==> src/rtl/gwct_uart_cmd_pkg.sv <==
// -----------------------------------------------------------------------------
// gwct_uart_cmd_pkg
// Shared definitions for the UART command engine: FSM state encoding, command
// opcodes, response bytes and a counter-width helper for the timeout timers.
//
// Build option: GWCT_UART_CMD_CSUM_EN adds the GET_CSUM state used when every
// W/R command carries a trailing XOR checksum byte.
// -----------------------------------------------------------------------------
package gwct_uart_cmd_pkg;

    typedef enum logic [2:0] {
        ST_IDLE     = 3'd0,
        ST_GET_ADDR = 3'd1,
        ST_GET_DATA = 3'd2,
        ST_BUS_WR   = 3'd3,
        ST_BUS_RD   = 3'd4,
        ST_WAIT_RD  = 3'd5,
        ST_SEND     = 3'd6
`ifdef GWCT_UART_CMD_CSUM_EN
        ,ST_GET_CSUM = 3'd7
`endif
    } state_e;

    localparam logic [7:0] OP_WR   = 8'h57;  // 'W'
    localparam logic [7:0] OP_RD   = 8'h52;  // 'R'
    localparam logic [7:0] RSP_OK  = 8'h4B;  // 'K'
    localparam logic [7:0] RSP_ERR = 8'h45;  // 'E'

    // Bits needed to count 0 .. limit-1; never below one bit.
    function automatic int cnt_width(input int limit);
        return (limit < 2) ? 1 : $clog2(limit);
    endfunction

    function automatic logic is_cmd_op(input logic [7:0] op);
        return (op == OP_WR) || (op == OP_RD);
    endfunction

endpackage

==> src/rtl/gwct_uart_cmd_if.sv <==
// -----------------------------------------------------------------------------
// gwct_uart_cmd_if
// Bundles the UART byte handshake and the 8-bit register bus seen by the
// command engine.
//   master : the command engine (consumes rx bytes, drives tx and the bus)
//   slave  : the environment (UART core + register file)
// Signals: rx_data/rx_valid (byte in), tx_data/tx_valid/tx_ready (byte out),
//          reg_addr/reg_wdata/reg_we/reg_re (bus request),
//          reg_rdata/reg_rvalid (bus read return).
// -----------------------------------------------------------------------------
interface gwct_uart_cmd_if;
    logic [7:0] rx_data;
    logic       rx_valid;
    logic [7:0] tx_data;
    logic       tx_valid;
    logic       tx_ready;
    logic [7:0] reg_addr;
    logic [7:0] reg_wdata;
    logic       reg_we;
    logic       reg_re;
    logic [7:0] reg_rdata;
    logic       reg_rvalid;

    modport master (
        input  rx_data, rx_valid, tx_ready, reg_rdata, reg_rvalid,
        output tx_data, tx_valid, reg_addr, reg_wdata, reg_we, reg_re
    );

    modport slave (
        output rx_data, rx_valid, tx_ready, reg_rdata, reg_rvalid,
        input  tx_data, tx_valid, reg_addr, reg_wdata, reg_we, reg_re
    );
endinterface

==> src/rtl/gwct_uart_cmd_timer.sv <==
// -----------------------------------------------------------------------------
// gwct_uart_cmd_timer
// Idle-cycle timer. Counts cycles while en=1 and clear=0; held at zero
// otherwise. expire pulses on the LIMIT-th consecutive counted cycle. A clear in
// that same cycle suppresses the pulse, so a late event still wins.
// Ports: clk, rst (async, active-high), en, clear -> expire.
// -----------------------------------------------------------------------------
module gwct_uart_cmd_timer
    import gwct_uart_cmd_pkg::*;
#(
    parameter int LIMIT = 256
) (
    input  logic clk,
    input  logic rst,
    input  logic en,
    input  logic clear,
    output logic expire
);

    localparam int               CNT_W = cnt_width(LIMIT);
    localparam logic [CNT_W-1:0] LAST  = CNT_W'(LIMIT - 1);

    logic [CNT_W-1:0] cnt_q;
    logic [CNT_W-1:0] cnt_d;

    // NOTE: every signal written in always_comb gets a default first, so no
    // path leaves it unassigned and no latch is inferred.
    always_comb begin
        cnt_d = cnt_q;
        if (!en || clear) begin
            cnt_d = '0;
        end else begin
            cnt_d = cnt_q + CNT_W'(1);
        end
    end

    assign expire = en && !clear && (cnt_q == LAST);

    // NOTE: state registers use non-blocking assignments so all flops update
    // together from pre-edge values.
    always_ff @(posedge clk or posedge rst) begin
        if (rst) begin
            cnt_q <= '0;
        end else begin
            cnt_q <= cnt_d;
        end
    end

endmodule

==> src/rtl/gwct_uart_cmd.sv <==
// -----------------------------------------------------------------------------
// gwct_uart_cmd
// Binary command engine between a UART byte interface and an 8-bit register
// bus.  Commands:  'W' addr data -> 'K'     'R' addr -> read byte
// Unknown opcode -> 'E'.  Bus read timeout -> 'E'.  Inter-byte timeout drops the
// partial command silently.  Errors bump a saturating 8-bit counter (at most
// once per cycle).
//
// Build option: GWCT_UART_CMD_CSUM_EN -- W/R commands carry a trailing byte equal
// to the XOR of all preceding command bytes; a mismatch answers 'E' with no bus
// access.
//
// Ports:
//   clk, rst      clock, asynchronous active-high reset
//   bus           gwct_uart_cmd_if.master (UART rx/tx handshake + register bus)
//   busy          high whenever the FSM is not in IDLE
//   err_cnt       saturating error counter
// Parameters:
//   TIMEOUT_CYC     idle cycles allowed between bytes of one command
//   RD_TIMEOUT_CYC  cycles to wait for reg_rvalid after reg_re
// -----------------------------------------------------------------------------
module gwct_uart_cmd
    import gwct_uart_cmd_pkg::*;
#(
    parameter int TIMEOUT_CYC    = 5_000_000,
    parameter int RD_TIMEOUT_CYC = 256
) (
    input  logic                 clk,
    input  logic                 rst,
    gwct_uart_cmd_if.master      bus,
    output logic                 busy,
    output logic [7:0]           err_cnt
);

    state_e     state_q, state_d;
    logic [7:0] op_q,    op_d;
    logic [7:0] addr_q,  addr_d;
    logic [7:0] data_q,  data_d;
    logic [7:0] resp_q,  resp_d;
    logic [7:0] err_q,   err_d;
`ifdef GWCT_UART_CMD_CSUM_EN
    logic [7:0] csum_q,  csum_d;
`endif

    logic err_inc;
    logic reg_we;
    logic reg_re;
    logic tx_valid;
    logic ib_en;
    logic ib_expire;
    logic rd_en;
    logic rd_expire;

    // Inter-byte timer: runs in every byte-collecting state; any received byte
    // there is accepted and restarts it.
    always_comb begin
        ib_en = (state_q == ST_GET_ADDR) || (state_q == ST_GET_DATA);
`ifdef GWCT_UART_CMD_CSUM_EN
        ib_en = ib_en || (state_q == ST_GET_CSUM);
`endif
    end

    assign rd_en = (state_q == ST_WAIT_RD);

    gwct_uart_cmd_timer #(.LIMIT(TIMEOUT_CYC)) u_ib_timer (
        .clk    (clk),
        .rst    (rst),
        .en     (ib_en),
        .clear  (bus.rx_valid),
        .expire (ib_expire)
    );

    gwct_uart_cmd_timer #(.LIMIT(RD_TIMEOUT_CYC)) u_rd_timer (
        .clk    (clk),
        .rst    (rst),
        .en     (rd_en),
        .clear  (bus.reg_rvalid),
        .expire (rd_expire)
    );

    always_comb begin
        state_d  = state_q;
        op_d     = op_q;
        addr_d   = addr_q;
        data_d   = data_q;
        resp_d   = resp_q;
        err_inc  = 1'b0;
        reg_we   = 1'b0;
        reg_re   = 1'b0;
        tx_valid = 1'b0;
`ifdef GWCT_UART_CMD_CSUM_EN
        csum_d   = csum_q;
`endif

        case (state_q)
            ST_IDLE: begin
                if (bus.rx_valid) begin
                    op_d = bus.rx_data;
                    if (is_cmd_op(bus.rx_data)) begin
                        state_d = ST_GET_ADDR;
`ifdef GWCT_UART_CMD_CSUM_EN
                        csum_d  = bus.rx_data;
`endif
                    end else begin
                        resp_d  = RSP_ERR;
                        err_inc = 1'b1;
                        state_d = ST_SEND;
                    end
                end
            end

            ST_GET_ADDR: begin
                if (bus.rx_valid) begin
                    addr_d = bus.rx_data;
`ifdef GWCT_UART_CMD_CSUM_EN
                    csum_d = csum_q ^ bus.rx_data;
                    state_d = (op_q == OP_WR) ? ST_GET_DATA : ST_GET_CSUM;
`else
                    state_d = (op_q == OP_WR) ? ST_GET_DATA : ST_BUS_RD;
`endif
                end else if (ib_expire) begin
                    err_inc = 1'b1;
                    state_d = ST_IDLE;
                end
            end

            ST_GET_DATA: begin
                if (bus.rx_valid) begin
                    data_d = bus.rx_data;
`ifdef GWCT_UART_CMD_CSUM_EN
                    csum_d  = csum_q ^ bus.rx_data;
                    state_d = ST_GET_CSUM;
`else
                    state_d = ST_BUS_WR;
`endif
                end else if (ib_expire) begin
                    err_inc = 1'b1;
                    state_d = ST_IDLE;
                end
            end

`ifdef GWCT_UART_CMD_CSUM_EN
            ST_GET_CSUM: begin
                if (bus.rx_valid) begin
                    if (bus.rx_data == csum_q) begin
                        state_d = (op_q == OP_WR) ? ST_BUS_WR : ST_BUS_RD;
                    end else begin
                        resp_d  = RSP_ERR;
                        err_inc = 1'b1;
                        state_d = ST_SEND;
                    end
                end else if (ib_expire) begin
                    err_inc = 1'b1;
                    state_d = ST_IDLE;
                end
            end
`endif

            ST_BUS_WR: begin
                reg_we  = 1'b1;
                resp_d  = RSP_OK;
                state_d = ST_SEND;
            end

            ST_BUS_RD: begin
                reg_re  = 1'b1;
                state_d = ST_WAIT_RD;
            end

            ST_WAIT_RD: begin
                // Data arriving in the expiry cycle takes priority over the timeout.
                if (bus.reg_rvalid) begin
                    resp_d  = bus.reg_rdata;
                    state_d = ST_SEND;
                end else if (rd_expire) begin
                    resp_d  = RSP_ERR;
                    err_inc = 1'b1;
                    state_d = ST_SEND;
                end
            end

            ST_SEND: begin
                if (bus.tx_ready) begin
                    tx_valid = 1'b1;
                    state_d  = ST_IDLE;
                end
            end

            default: begin
                state_d = ST_IDLE;
            end
        endcase

        // Bytes arriving while a command is executing or answering are dropped.
        if (bus.rx_valid && ((state_q == ST_BUS_WR) || (state_q == ST_BUS_RD) ||
                             (state_q == ST_WAIT_RD) || (state_q == ST_SEND))) begin
            err_inc = 1'b1;
        end

        err_d = (err_inc && (err_q != 8'hFF)) ? err_q + 8'd1 : err_q;
    end

    always_ff @(posedge clk or posedge rst) begin
        if (rst) begin
            state_q <= ST_IDLE;
            op_q    <= '0;
            addr_q  <= '0;
            data_q  <= '0;
            resp_q  <= '0;
            err_q   <= '0;
`ifdef GWCT_UART_CMD_CSUM_EN
            csum_q  <= '0;
`endif
        end else begin
            state_q <= state_d;
            op_q    <= op_d;
            addr_q  <= addr_d;
            data_q  <= data_d;
            resp_q  <= resp_d;
            err_q   <= err_d;
`ifdef GWCT_UART_CMD_CSUM_EN
            csum_q  <= csum_d;
`endif
        end
    end

    // resp_q only changes when a new response is decided, so tx_data holds the
    // last response between commands.
    assign bus.tx_data   = resp_q;
    assign bus.tx_valid  = tx_valid;
    assign bus.reg_addr  = addr_q;
    assign bus.reg_wdata = data_q;
    assign bus.reg_we    = reg_we;
    assign bus.reg_re    = reg_re;
    assign busy          = (state_q != ST_IDLE);
    assign err_cnt       = err_q;

endmodule
==> src/flat_wrapper.sv <==
// flat-port wrapper written by rule: the top's interface ports become plain ports
module gwct_uart_cmd_flat import gwct_uart_cmd_pkg::*;
#(
    parameter int TIMEOUT_CYC    = 5_000_000,
    parameter int RD_TIMEOUT_CYC = 256
)
  (clk, rst, busy, err_cnt, bus_rx_data, bus_rx_valid, bus_tx_ready, bus_reg_rdata, bus_reg_rvalid, bus_tx_data, bus_tx_valid, bus_reg_addr, bus_reg_wdata, bus_reg_we, bus_reg_re);
  gwct_uart_cmd_if bus_i ();
  input  logic clk;
  input  logic rst;
  output logic busy;
  output logic [7:0] err_cnt;
  input wire logic [$bits(bus_i.rx_data)-1:0] bus_rx_data;
  input wire logic [$bits(bus_i.rx_valid)-1:0] bus_rx_valid;
  input wire logic [$bits(bus_i.tx_ready)-1:0] bus_tx_ready;
  input wire logic [$bits(bus_i.reg_rdata)-1:0] bus_reg_rdata;
  input wire logic [$bits(bus_i.reg_rvalid)-1:0] bus_reg_rvalid;
  output wire logic [$bits(bus_i.tx_data)-1:0] bus_tx_data;
  output wire logic [$bits(bus_i.tx_valid)-1:0] bus_tx_valid;
  output wire logic [$bits(bus_i.reg_addr)-1:0] bus_reg_addr;
  output wire logic [$bits(bus_i.reg_wdata)-1:0] bus_reg_wdata;
  output wire logic [$bits(bus_i.reg_we)-1:0] bus_reg_we;
  output wire logic [$bits(bus_i.reg_re)-1:0] bus_reg_re;
  assign bus_i.rx_data = bus_rx_data;
  assign bus_i.rx_valid = bus_rx_valid;
  assign bus_i.tx_ready = bus_tx_ready;
  assign bus_i.reg_rdata = bus_reg_rdata;
  assign bus_i.reg_rvalid = bus_reg_rvalid;
  assign bus_tx_data = bus_i.tx_data;
  assign bus_tx_valid = bus_i.tx_valid;
  assign bus_reg_addr = bus_i.reg_addr;
  assign bus_reg_wdata = bus_i.reg_wdata;
  assign bus_reg_we = bus_i.reg_we;
  assign bus_reg_re = bus_i.reg_re;
  gwct_uart_cmd #(.TIMEOUT_CYC(TIMEOUT_CYC), .RD_TIMEOUT_CYC(RD_TIMEOUT_CYC)) u_core (.clk(clk), .rst(rst), .bus(bus_i), .busy(busy), .err_cnt(err_cnt));
endmodule
==> config.mk <==
export PLATFORM = sky130hd
export DESIGN_NAME = gwct_uart_cmd_flat
export DESIGN_NICKNAME = d
export VERILOG_FILES = /design/src/rtl/gwct_uart_cmd_pkg.sv /design/src/rtl/gwct_uart_cmd_if.sv /design/src/rtl/gwct_uart_cmd_timer.sv /design/src/rtl/gwct_uart_cmd.sv /design/src/flat_wrapper.sv
export SDC_FILE = /design/constraint.sdc
export NUM_CORES = 1
export LEC_CHECK = 0
export BUFFER_PORTS_ARGS = -buffer_cell sky130_fd_sc_hd__buf_2
export CORE_MARGIN = 2
export CORE_UTILIZATION = 60
export CTS_BUF_LIST = sky130_fd_sc_hd__clkbuf_8
export DETAILED_ROUTE_END_ITERATION = 16
export GPL_ROUTABILITY_DRIVEN = 1
export PLACE_DENSITY = 0.81
export RECOVER_POWER = 100
export SLEW_MARGIN = 20
export SYNTH_ARGS = -nofsm -noshare
export SYNTH_HDL_FRONTEND = slang
export SYNTH_SLANG_ARGS = --single-unit
export TNS_END_PERCENT = 1
==> constraint.sdc <==
create_clock -name clk -period 6 [get_ports clk]
set_input_delay 1.5 -clock clk [delete_from_list [all_inputs] [get_ports clk]]
set_output_delay 1.5 -clock clk [all_outputs]
set_load 0.02 [all_outputs]
==> results of run 1 <==
kinds of logic after synthesis:
kind of cell / count (synthesis)
adder cells (fa/ha/maj): 3
flip-flops: 74
AND/OR/NAND/NOR: 127
multiplexers: 31
AO/OA/AOI/OAI: 35
XOR/XNOR: 30
buffers and inverters: 17
worst register-to-register path: cells and delay by family (launching register included):
family,cells,cell delay (ps)
AOI/OAI and AO/OA,2,530
buffers and inverters,1,420
DFF,1,590
muxes,1,340
and+or+nand+nor,2,1170
worst max path at each step:
stage | slack (ps) | cells after the start | end
2_1_floorplan | 2620 | 1 | u_core.bus.reg_addr[0]
3_3_place_gp | 2480 | 6 | u_core.err_cnt[4]
3_5_place_dp | 2440 | 6 | u_core.err_cnt[3]
4_1_cts | 2590 | 3 | bus_tx_valid
5_1_grt | 1330 | 3 | u_core.u_rd_timer.cnt_q[1]
6_report | 2020 | 3 | u_core.u_rd_timer.cnt_q[1]
final cells by class:
type,instances,area (um^2)
clock inverters,6,42.5
fillers,434,1620
inverters,6,22.5
clock buffers,10,138
well taps,72,90.1
repair buffers,58,241
flip-flops and latches,74,1850
multi-input cells,226,1570
power by group through the flow:
| stage | logic, mW | clock network [mW] | registers [mW] |
|---|---|---|---|
| after floorplan | 0.367 | 0 | 0.834 |
| after global placement | 0.611 | 0 | 0.757 |
| after detailed placement | 0.627 | 0 | 0.765 |
| after CTS | 0.630 | 0.351 | 0.756 |
| after global routing | 0.649 | 0.373 | 0.779 |
| final | 0.589 | 0.345 | 0.759 |
flip-flops by register name, indices dropped and copies added (netlist names):
signal                   cells
u_core.bus.tx_data           8
u_core.u_ib_timer.cnt_q     23
u_core.op_q                  8
u_core.bus.reg_addr          8
u_core.bus.reg_wdata         8
u_core.state_q               3
u_core.err_cnt               8
u_core.u_rd_timer.cnt_q      8
cell usage in the layout, fill, tap and decap left out, types with 3 or more instances in the layout:
cell type | synthesis | final
nor2_1 | 38 | 38
a22o_1 | 3 | 3
o22a_1 | 3 | 3
clkbuf_1 | 7 | 39
nor3_1 | 2 | 4
ha_1 | 3 | 3
a21oi_1 | 3 | 3
xor2_1 | 23 | 23
o21ai_0 | 4 | 5
xnor2_1 | 7 | 7
buf_2 | 2 | 19
a31oi_1 | 9 | 10
nor2b_1 | 5 | 5
and2_0 | 1 | 3
clkbuf_8 | 0 | 10
nand2_1 | 20 | 20
mux2_1 | 6 | 7
and3_1 | 14 | 14
nand4_1 | 6 | 6
nand3_1 | 19 | 19
mux2_2 | 24 | 23
dfrtp_1 | 74 | 74
inv_1 | 6 | 6
metal layers:
layer / part of all wire (%) / track usage (%) / up-vias
met4: 1.3 / 7.63 / 0
met1: 46 / 32.8 / 1270
met5: 0 / 0 / -
met2: 47 / 36.2 / 88
met3: 5.9 / 4.38 / 10
li1: - / - / 1243
metrics by stage:
step           hold WS [ps]  util (%)  worst slack, ps
2_1_floorplan           425         -             2620
3_3_place_gp            438      69.0             2480
3_5_place_dp            450      69.1             2440
4_1_cts                 460      72.3             2590
5_1_grt                 476      70.9             1330
6_report                455      70.9             2020
==> flow_summary.json, run 1 <==
{
  "status": "complete, but fails checks",
  "violations": "capacitance limit, slew limit",
  "synth_edf_count": 0,
  "grtUsageTotal_pct": 23.2,
  "finalMaxSlewViolations": 39,
  "p_total_mw": 1.69,
  "start_util_pct": 63.0,
  "synth.distinct_cells": 49,
  "routabilityCongestion": 0.828,
  "antenna_left": 0,
  "cts_max_path_buffers": 2,
  "ys.flop_type": "dfrtp_1",
  "tns_ps": 0,
  "drtIter0Drc": 187,
  "place_area_mm2": 0.00385,
  "antennaDiodeCount": 0,
  "period_minus_slack_ps": 3980,
  "power.density_mw_per_mm2": 428,
  "syn_inst": 317,
  "p_clk_share_pct": 20.4,
  "syn_avg_cell_area_um2": 11.1,
  "seq_area_frac_synth_pct": 52.8,
  "synth_top_family_by_area": "simple AND/OR/NAND/NOR gates",
  "worstHoldPathType": "reg -> reg",
  "synth_area_mm2": 0.00351,
  "rsz0062_at_grt": "no",
  "min_from": "u_core.u_rd_timer.cnt_q[0]",
  "power_frac_comb_pct": 34.8,
  "synth_fa_ha_area_share_pct": 1.07,
  "synthMuxAreaShare_pct": 10.1,
  "clkTransAtPathRegs_ps": 70,
  "tightest_slew_ps": 1920,
  "cpLargestDelayFamily": "buffers and inverters",
  "cts_buffers": 9,
  "grt_pass1_vias": 2514,
  "syn_nets": 341,
  "worst_setup_path_start_kind": "primary input",
  "dr.pass1.iters": 4,
  "ir_drop_mv": 0.281,
  "cts_hold_buf": 0,
  "cp_num_buf_inv": 3,
  "die_w_um": 80.5,
  "cts-htree-levels": 3,
  "antenna_found_initial": 0,
  "portBuffers": 56,
  "synth_simple_gate_area_share_pct": 18.9,
  "cts_root_buffer": "clkbuf_8",
  "dr_total_vias": 2611,
  "row_count": 27,
  "p_int_mw": 1.03,
  "r2r-end": "u_core.err_cnt[1]",
  "cp_cell_sequence": "buf_2 > inv_1 > clkbuf_1",
  "synth_most_common_cell": "dfrtp_1",
  "dieArea_mm2": 0.00648,
  "fin_area_mm2": 0.00395,
  "synth_compound_area_share_pct": 7.59,
  "drive_above_1_share_pct": 16.8,
  "whs_endpoint": "u_core.u_rd_timer.cnt_q[0]",
  "stdcell_count": 452,
  "crit_slowest_cell": "clkbuf_1",
  "leakage_nw": 1.69,
  "setup_viol": 0,
  "finalHoldViolations": 0,
  "slew_headroom_pct": -28.1,
  "synth-seq-cells": 74,
  "p_sw_share_pct": 39.0,
  "reg2reg_from": "u_core.state_q[0]",
  "clkSinkCount": 74,
  "max_cap_viol_count": 1,
  "synth_area_leaders": "dfrtp_1 53%, mux2_2 7.7%, xor2_1 5.7%, nor2_1 4.1%, nand3_1 2.7%",
  "cts_tree": "done",
  "async_reset_ff_share_pct": 100,
  "grt_max_degree": 39,
  "grt_pass1_wl_um": 11700,
  "place_inst": 436,
  "wl_per_cell_um": 15.3,
  "overflow": 0,
  "end_kind": "asynchronous set/reset pin",
  "num_io_pins": 57,
  "synth_xor_area_share_pct": 7.49,
  "power_switching_uw": 661,
  "timing.final.crit_share_pct": 66.3,
  "crit_path_start": "rst",
  "yosysTopAreaCellShare_pct": 52.8,
  "rr_worst_depth": 6,
  "fp.dieH_um": 80.5,
  "fmax_mhz": 251,
  "rrSetupSlack_ps": 2850,
  "hpwl_um": 4840,
  "synth_common_cells": "74 x dfrtp_1, 38 x nor2_1, 24 x mux2_2",
  "yosys_warnings": 0,
  "clkLatencyLatePin_ps": 330,
  "critPathMaxStageDelay_ps": 1450,
  "core_area_mm2": 0.00557,
  "final_nets": 399,
  "syn_to_final_growth_pct": 12.6,
  "synth_top_area_cell": "dfrtp_1",
  "cts_resized": 0,
  "cts_setup_buffers": 0,
  "vias_per_cell": 5.78,
  "wirelength_um": 6920,
  "cp_max_fo": 38,
  "drc": 0,
  "finalClockSkew_ps": 3.44,
  "seqPwrFrac_pct": 44.8,
  "crit_required_ps": 6070,
  "cp.arrival_ps": 4060,
  "hold_path_depth": 1,
  "worstSetupPathType": "in -> async"
}
No activity file was read; power rests on OpenSTA's default activity.
==> run 2: changes to the inputs <==
ABC_AREA = 1   (was unset)
CORE_UTILIZATION = 53   (was 60)
PLACE_DENSITY = 0.75   (was 0.81)
clock period = 3.19 ns   (was 6 ns; I/O delays follow)
==> run 2 against run 1 <==
Effect of this change:
- the run still ends with capacitance limit, slew limit left
- critical path depth increased by 5
- worst hold slack better by 19 ps
- via count is 21% higher
- clock skew increased by 7.6 ps
- synthesized area up 5.4%
- combinational power up 75%
- clock power rose by 81%
- wire length up 15%
- total power rose by 77%
- final area up 3.8%
- critical path type is now reg -> reg
==> flow_summary.json, run 2 <==
{
  "grtUsageMet1_pct": 31.2,
  "p_clk_share_pct": 20.8,
  "cp.arrival_ps": 2690,
  "top_register": "u_core.u_ib_timer.cnt_q",
  "cp_cell_sequence": "nor2_1 > nand2_1 > a21oi_1 > nand3_1 > nand3_1 > nand2_1 > nand2_1 > nand2_1",
  "clkTransAtPathRegs_ps": 80,
  "cts_hold_buf": 0,
  "synth_most_common_cell": "nand2_1",
  "antenna_left": 0,
  "end_kind": "flip-flop",
  "timing.final.crit_share_pct": 76.3,
  "async_reset_ff_share_pct": 100,
  "max_cap_viol_count": 1,
  "ys.flop_type": "dfrtp_1",
  "p_sw_share_pct": 41.8,
  "cts_root_buffer": "clkbuf_8",
  "cts_setup_buffers": 0,
  "syn_avg_cell_area_um2": 8.15,
  "wl_per_cell_um": 13.3,
  "finalHoldViolations": 0,
  "cts-htree-levels": 3,
  "rr_worst_depth": 8,
  "post-route-util_pct": 60.7,
  "synth.distinct_cells": 35,
  "die_w_um": 87.6,
  "crit_slowest_cell": "a21oi_1",
  "overflow": 0,
  "reg2reg_from": "u_core.state_q[0]",
  "slew_headroom_pct": -19.8,
  "synth_top_area_cell": "dfrtp_1",
  "hold_slack_ps": 475,
  "fp.dieH_um": 87.6,
  "setup_viol": 0,
  "dieArea_mm2": 0.00767,
  "synth_common_cells": "109 x nand2_1, 74 x dfrtp_1, 63 x nor2_1",
  "antennaDiodeCount": 0,
  "grt_pass1_vias": 3115,
  "synth-seq-cells": 74,
  "hold_path_depth": 2,
  "cpLargestDelayFamily": "simple AND/OR/NAND/NOR gates",
  "p_int_mw": 1.75,
  "synth_area_leaders": "dfrtp_1 50%, nand2_1 11%, nor2_1 6.4%, o21ai_0 5.0%, inv_1 4.3%",
  "antenna_found_initial": 0,
  "tightest_slew_ps": 1800,
  "syn_nets": 478,
  "finalClockSkew_ps": 11.1,
  "status": "complete, but fails checks",
  "violations": "capacitance limit, slew limit",
  "p_total_mw": 3.00,
  "leakage_nw": 1.94,
  "critPathMaxStageDelay_ps": 610,
  "worstSetupPathType": "reg -> reg",
  "largest_register_ffs": 23,
  "grt_max_degree": 75,
  "drc": 0,
  "wirelength_um": 7960,
  "final_common_cell": "nand2_1",
  "seqPwrFrac_pct": 44.9,
  "start_util_pct": 54.8,
  "grtUsageMet3_pct": 6.97,
  "clkLatencyLatePin_ps": 360,
  "routabilityCongestion": 0.900,
  "ir_drop_mv": 0.483,
  "synth_area_mm2": 0.00370,
  "yosys_warnings": 0,
  "seq_area_frac_synth_pct": 50.1,
  "worstHoldPathType": "reg -> reg",
  "worst_setup_path_start_kind": "flip-flop",
  "busiest_layer": "met2",
  "r2r-end": "u_core.err_cnt[0]",
  "hpwl_um": 5730,
  "dr.pass1.iters": 4,
  "portBuffers": 56,
  "num_io_pins": 57,
  "grtUsageTotal_pct": 23.6,
  "layout_common_cells": "113 x nand2_1, 74 x dfrtp_1, 67 x nor2_1",
  "power.density_mw_per_mm2": 732,
  "drive_above_1_share_pct": 9.81,
  "synth_edf_count": 0,
  "grt_pass1_wl_um": 14000,
  "power_frac_comb_pct": 34.3,
  "cts_buffers": 9,
  "cts_max_path_buffers": 2,
  "clkSinkCount": 74,
  "row_count": 30,
  "cp_max_fo": 11,
  "finalMaxSlewViolations": 75,
  "cts_resized": 0,
  "syn_inst": 454,
  "cp_num_buf_inv": 0,
  "gr-usage-met2_pct": 35.8,
  "syn_to_final_growth_pct": 10.9,
  "rrSetupSlack_ps": 760,
  "core_area_mm2": 0.00676,
  "yosysTopAreaCellShare_pct": 50.1,
  "vias_per_cell": 5.27,
  "whs_endpoint": "u_core.bus.tx_data[1]",
  "cts_tree": "done",
  "dr_total_vias": 3164,
  "fmax_mhz": 411,
  "place_area_mm2": 0.00405,
  "cp_common_cell": "nand2_1",
  "final_nets": 539,
  "crit_required_ps": 3440,
  "fillers": 638,
  "power_switching_mw": 1.26,
  "tns_ps": 0,
  "drtIter0Drc": 207,
  "fin_area_mm2": 0.00410,
  "min_from": "u_core.bus.tx_data[1]",
  "period_minus_slack_ps": 2430,
  "rsz0062_at_grt": "no"
}
run 2: cell types whose count changed after synthesis, moves of 6 or more:
cell,change
inv_1,+36
a31oi_1,-8
mux2_2,-24
inv_2,+6
a21oi_1,+11
nand2_1,+89
xor2_1,-9
mux2_1,-6
nor2_1,+25
o21ai_0,+33
nand3_1,+11
nor3_1,+9
and3_1,-14
run 2: tightest hold or removal path: stages (launching register included):
cell and delay [ps]:
dfrtp_1 350, nand2_1 50, nand2_1 40
run 2: cell families (layout without fill, tap and decap cells):
logic type               count (synthesis)  after routing  share of synthesized area [%]
buffers and inverters                   56            122                           5.99
AND/OR/NAND/NOR                        246            246                           30.2
adder cells (fa/ha/maj)                  3              3                           1.01
AO/OA/AOI/OAI                           58             58                           8.76
flip-flops                              74             74                           50.1
XOR/XNOR                                17             17                           4.02
run 2: through the flow:
step                setup slack, ps  instances
floorplan                       511        454
global placement               1120        584
detailed placement             1060        584
CTS                             848        600
global route                    399        600
finish                          756        600
run 2: final cells by class:
cell class	instances	area, um^2	area share, %
Sequential cell	74	1850	45.1
Multi-Input combinational cell	324	1560	38.1
Timing Repair Buffer	57	241	5.89
Inverter	49	185	4.51
Clock buffer	9	124	3.02
Tap cell	80	100	2.44
Clock inverter	7	38.8	0.945
run 2: worst max-delay path by stage:
stage	startpoint	end	slack, ps	depth (start not counted)
2_1_floorplan	rst	u_core.bus.reg_addr[0]	510	1
3_3_place_gp	bus_rx_valid	u_core.err_cnt[0]	1120	7
3_5_place_dp	bus_rx_data[4]	u_core.err_cnt[0]	1060	11
4_1_cts	u_core.state_q[0]	bus_reg_re	850	4
5_1_grt	u_core.state_q[0]	u_core.err_cnt[0]	400	8
6_report	u_core.state_q[0]	u_core.err_cnt[0]	760	8
run 2: metal layers:
layer | up-vias | wire length (um)
li1 | 1587 | -
met1 | 1485 | 3790
met2 | 71 | 3610
met3 | 21 | 361
met4 | 0 | 201
met5 | - | 0
run 2: power groups by stage:
| stage | clock network, mW | logic, mW | registers (mW) |
|---|---|---|---|
| floorplan | 0 | 0.619 | 1.52 |
| global placement | 0 | 1.11 | 1.35 |
| detailed placement | 0 | 1.14 | 1.35 |
| CTS | 0.646 | 1.14 | 1.34 |
| global route | 0.690 | 1.18 | 1.37 |
| finish | 0.626 | 1.03 | 1.35 |
==> run 3: changes to the inputs <==
clock period = 2 ns   (was 3.19 ns; I/O delays follow)
==> run 3 against run 2 <==
Effect of this change:
- the run now ends clean
- clock power increased by 140%
- total power increased by 80%
- die area unchanged
- clock skew decreased by 6.4 ps
- cell count increased by 0.33%
- via count increased by 0.22%
- sequential share of layout area decreased by 1.8 points
- critical path depth decreased by 4
- first-iteration DRC count decreased by 22%
- core utilization increased by 2.6 points
- flip-flop and latch count unchanged
- combinational power increased by 68%
- largest power group unchanged
- highest routed layer unchanged
==> flow_summary.json, run 3 (synthesis results as in run 2) <==
{
  "status": "complete, no violations",
  "finalClockSkew_ps": 4.73,
  "cts_hold_buf": 0,
  "cts-htree-levels": 3,
  "grt_pass1_wl_um": 13900,
  "antennaDiodeCount": 0,
  "setup_viol": 0,
  "power_frac_comb_pct": 32.0,
  "power.density_mw_per_mm2": 1270,
  "dr.pass1.iters": 6,
  "syn_to_final_growth_pct": 15.6,
  "rsz0062_at_grt": "no",
  "ir_drop_mv": 0.838,
  "worst_setup_path_start_kind": "flip-flop",
  "tns_ps": 0,
  "vias_per_cell": 5.27,
  "drive_above_1_share_pct": 12.8,
  "core_area_mm2": 0.00676,
  "finalMaxSlewViolations": 0,
  "final_common_cell": "nand2_1",
  "drc": 0,
  "fin_area_mm2": 0.00428,
  "p_int_mw": 3.35,
  "rr_worst_depth": 10,
  "layout_common_cells": "111 x nand2_1, 74 x dfrtp_1, 65 x nor2_1",
  "num_io_pins": 57,
  "cts_root_buffer": "clkbuf_8",
  "cts_buffers": 9,
  "clkSinkCount": 74,
  "worstSetupPathType": "reg -> out",
  "fillers": 594,
  "final_nets": 541,
  "wirelength_um": 7920,
  "die_w_um": 87.6,
  "worstHoldPathType": "in -> reg",
  "cp.arrival_ps": 1430,
  "row_count": 30,
  "antenna_left": 0,
  "grtUsageTotal_pct": 22.9,
  "cp_max_fo": 6,
  "setup_ws_ps": 74.3,
  "p_clk_share_pct": 28.2,
  "top_register": "u_core.u_ib_timer.cnt_q",
  "seqPwrFrac_pct": 39.7,
  "clkLatencyLatePin_ps": 340,
  "period_minus_slack_ps": 1930,
  "slew_headroom_pct": 34.7,
  "dieArea_mm2": 0.00767,
  "dr_total_vias": 3171,
  "start_util_pct": 54.8,
  "overflow": 0,
  "timing.final.crit_share_pct": 96.3,
  "seq_area_mm2": 0.00185,
  "max_cap_viol_count": 0,
  "wl_met1_um": 3730,
  "fp.dieH_um": 87.6,
  "dp_worst_setup_slack_ps": 214,
  "maxUsedRoutingLayer": "met4",
  "p_sw_share_pct": 38.2,
  "routabilityCongestion": 0.963,
  "drtIter0Drc": 162,
  "grt_max_degree": 75,
  "hpwl_um": 5620,
  "tightest_slew_ps": 980,
  "power_switching_mw": 2.07,
  "hold_path_depth": 3,
  "routed-wl-met2_um": 3680,
  "fmax_mhz": 519,
  "leakage_nw": 2.00,
  "cts_tree": "done",
  "antenna_found_initial": 0,
  "grt_pass1_vias": 3124,
  "multi_input_area_mm2": 0.00162,
  "portBuffers": 56,
  "finalHoldViolations": 0,
  "largest_register_ffs": 23,
  "cts_max_path_buffers": 2,
  "wl_per_cell_um": 13.2,
  "end_kind": "output port",
  "met3_length_um": 402,
  "crit_required_ps": 1500,
  "clkTransAtPathRegs_ps": 80,
  "place_area_mm2": 0.00408
}
[run 3: changes by cell type in the layout (fill, tap and decap cells not counted), moves of 2 or more]
cell	before	now
nor2_4	1	3
inv_2	2	4
nor2_1	67	65
clkinv_2	3	1
nand2_4	0	2
nand3_1	32	30
clkbuf_2	1	4
bufinv_16	0	4
nand2_1	113	111
inv_1	48	43
[run 3: worst paths after layout]
path / endpoint / slack [ps] / startpoint
hold / removal: u_core.bus.tx_data[7] / 360 / bus_reg_rdata[7]
min in group asynchronous: u_core.u_rd_timer.cnt_q[6] / 510 / rst
hold reg to reg: u_core.u_rd_timer.cnt_q[0] / 460 / u_core.u_rd_timer.cnt_q[0]
max in group asynchronous: u_core.bus.reg_addr[5] / 870 / rst
setup / recovery: bus_reg_re / 70 / u_core.state_q[1]
setup reg to reg: u_core.err_cnt[4] / 180 / u_core.state_q[1]
[run 3: cell type report]
class | count | area share, %
well taps | 80 | 2.34
repair buffers | 59 | 5.97
multi-input cells | 324 | 37.8
clock inverters | 7 | 3.31
inverters | 49 | 4.39
clock buffers | 9 | 2.90
flip-flops and latches | 74 | 43.3
[run 3: repair_timing]
action | in CTS | in global routing
gates resized for setup | 0 | 2
endpoints found under the hold margin | 0 | 0
setup endpoints to repair | 0 | 2
buffers inserted | 0 | 0
[run 3: stage by stage]
step / std cells / hold WS (ps) / util [%] / power [mW]
2_1_floorplan: 454 / 429 / - / 3.42
3_3_place_gp: 586 / 447 / 60.4 / 3.94
3_5_place_dp: 586 / 450 / 60.4 / 3.99
4_1_cts: 602 / 272 / 64.4 / 5.53
5_1_grt: 602 / 361 / 63.3 / 5.78
6_report: 602 / 360 / 63.3 / 5.42
[run 3: routing by layer]
metal / vias up / track usage [%]
met1: 1498 / 30.6
met3: 9 / 4.71
met2: 85 / 37.3
met4: 0 / 7.97
met5: - / 0
li1: 1579 / -
[run 3: critical path, cell delays in order, from the launching register on]
cell,delay [ps]
dfrtp_1,460
inv_2,130
nand2_2,90
nor2_2,190
clkbuf_2,210
[run 3: power by group through the flow]
stage                     Combinational [mW]  Clock, mW  Sequential, mW
final                                   1.73       1.53            2.15
after global routing                    1.96       1.62            2.20
after CTS                               1.84       1.55            2.14
after detailed placement                1.83          0            2.16
after global placement                  1.78          0            2.15
after floorplan                        0.988          0            2.43
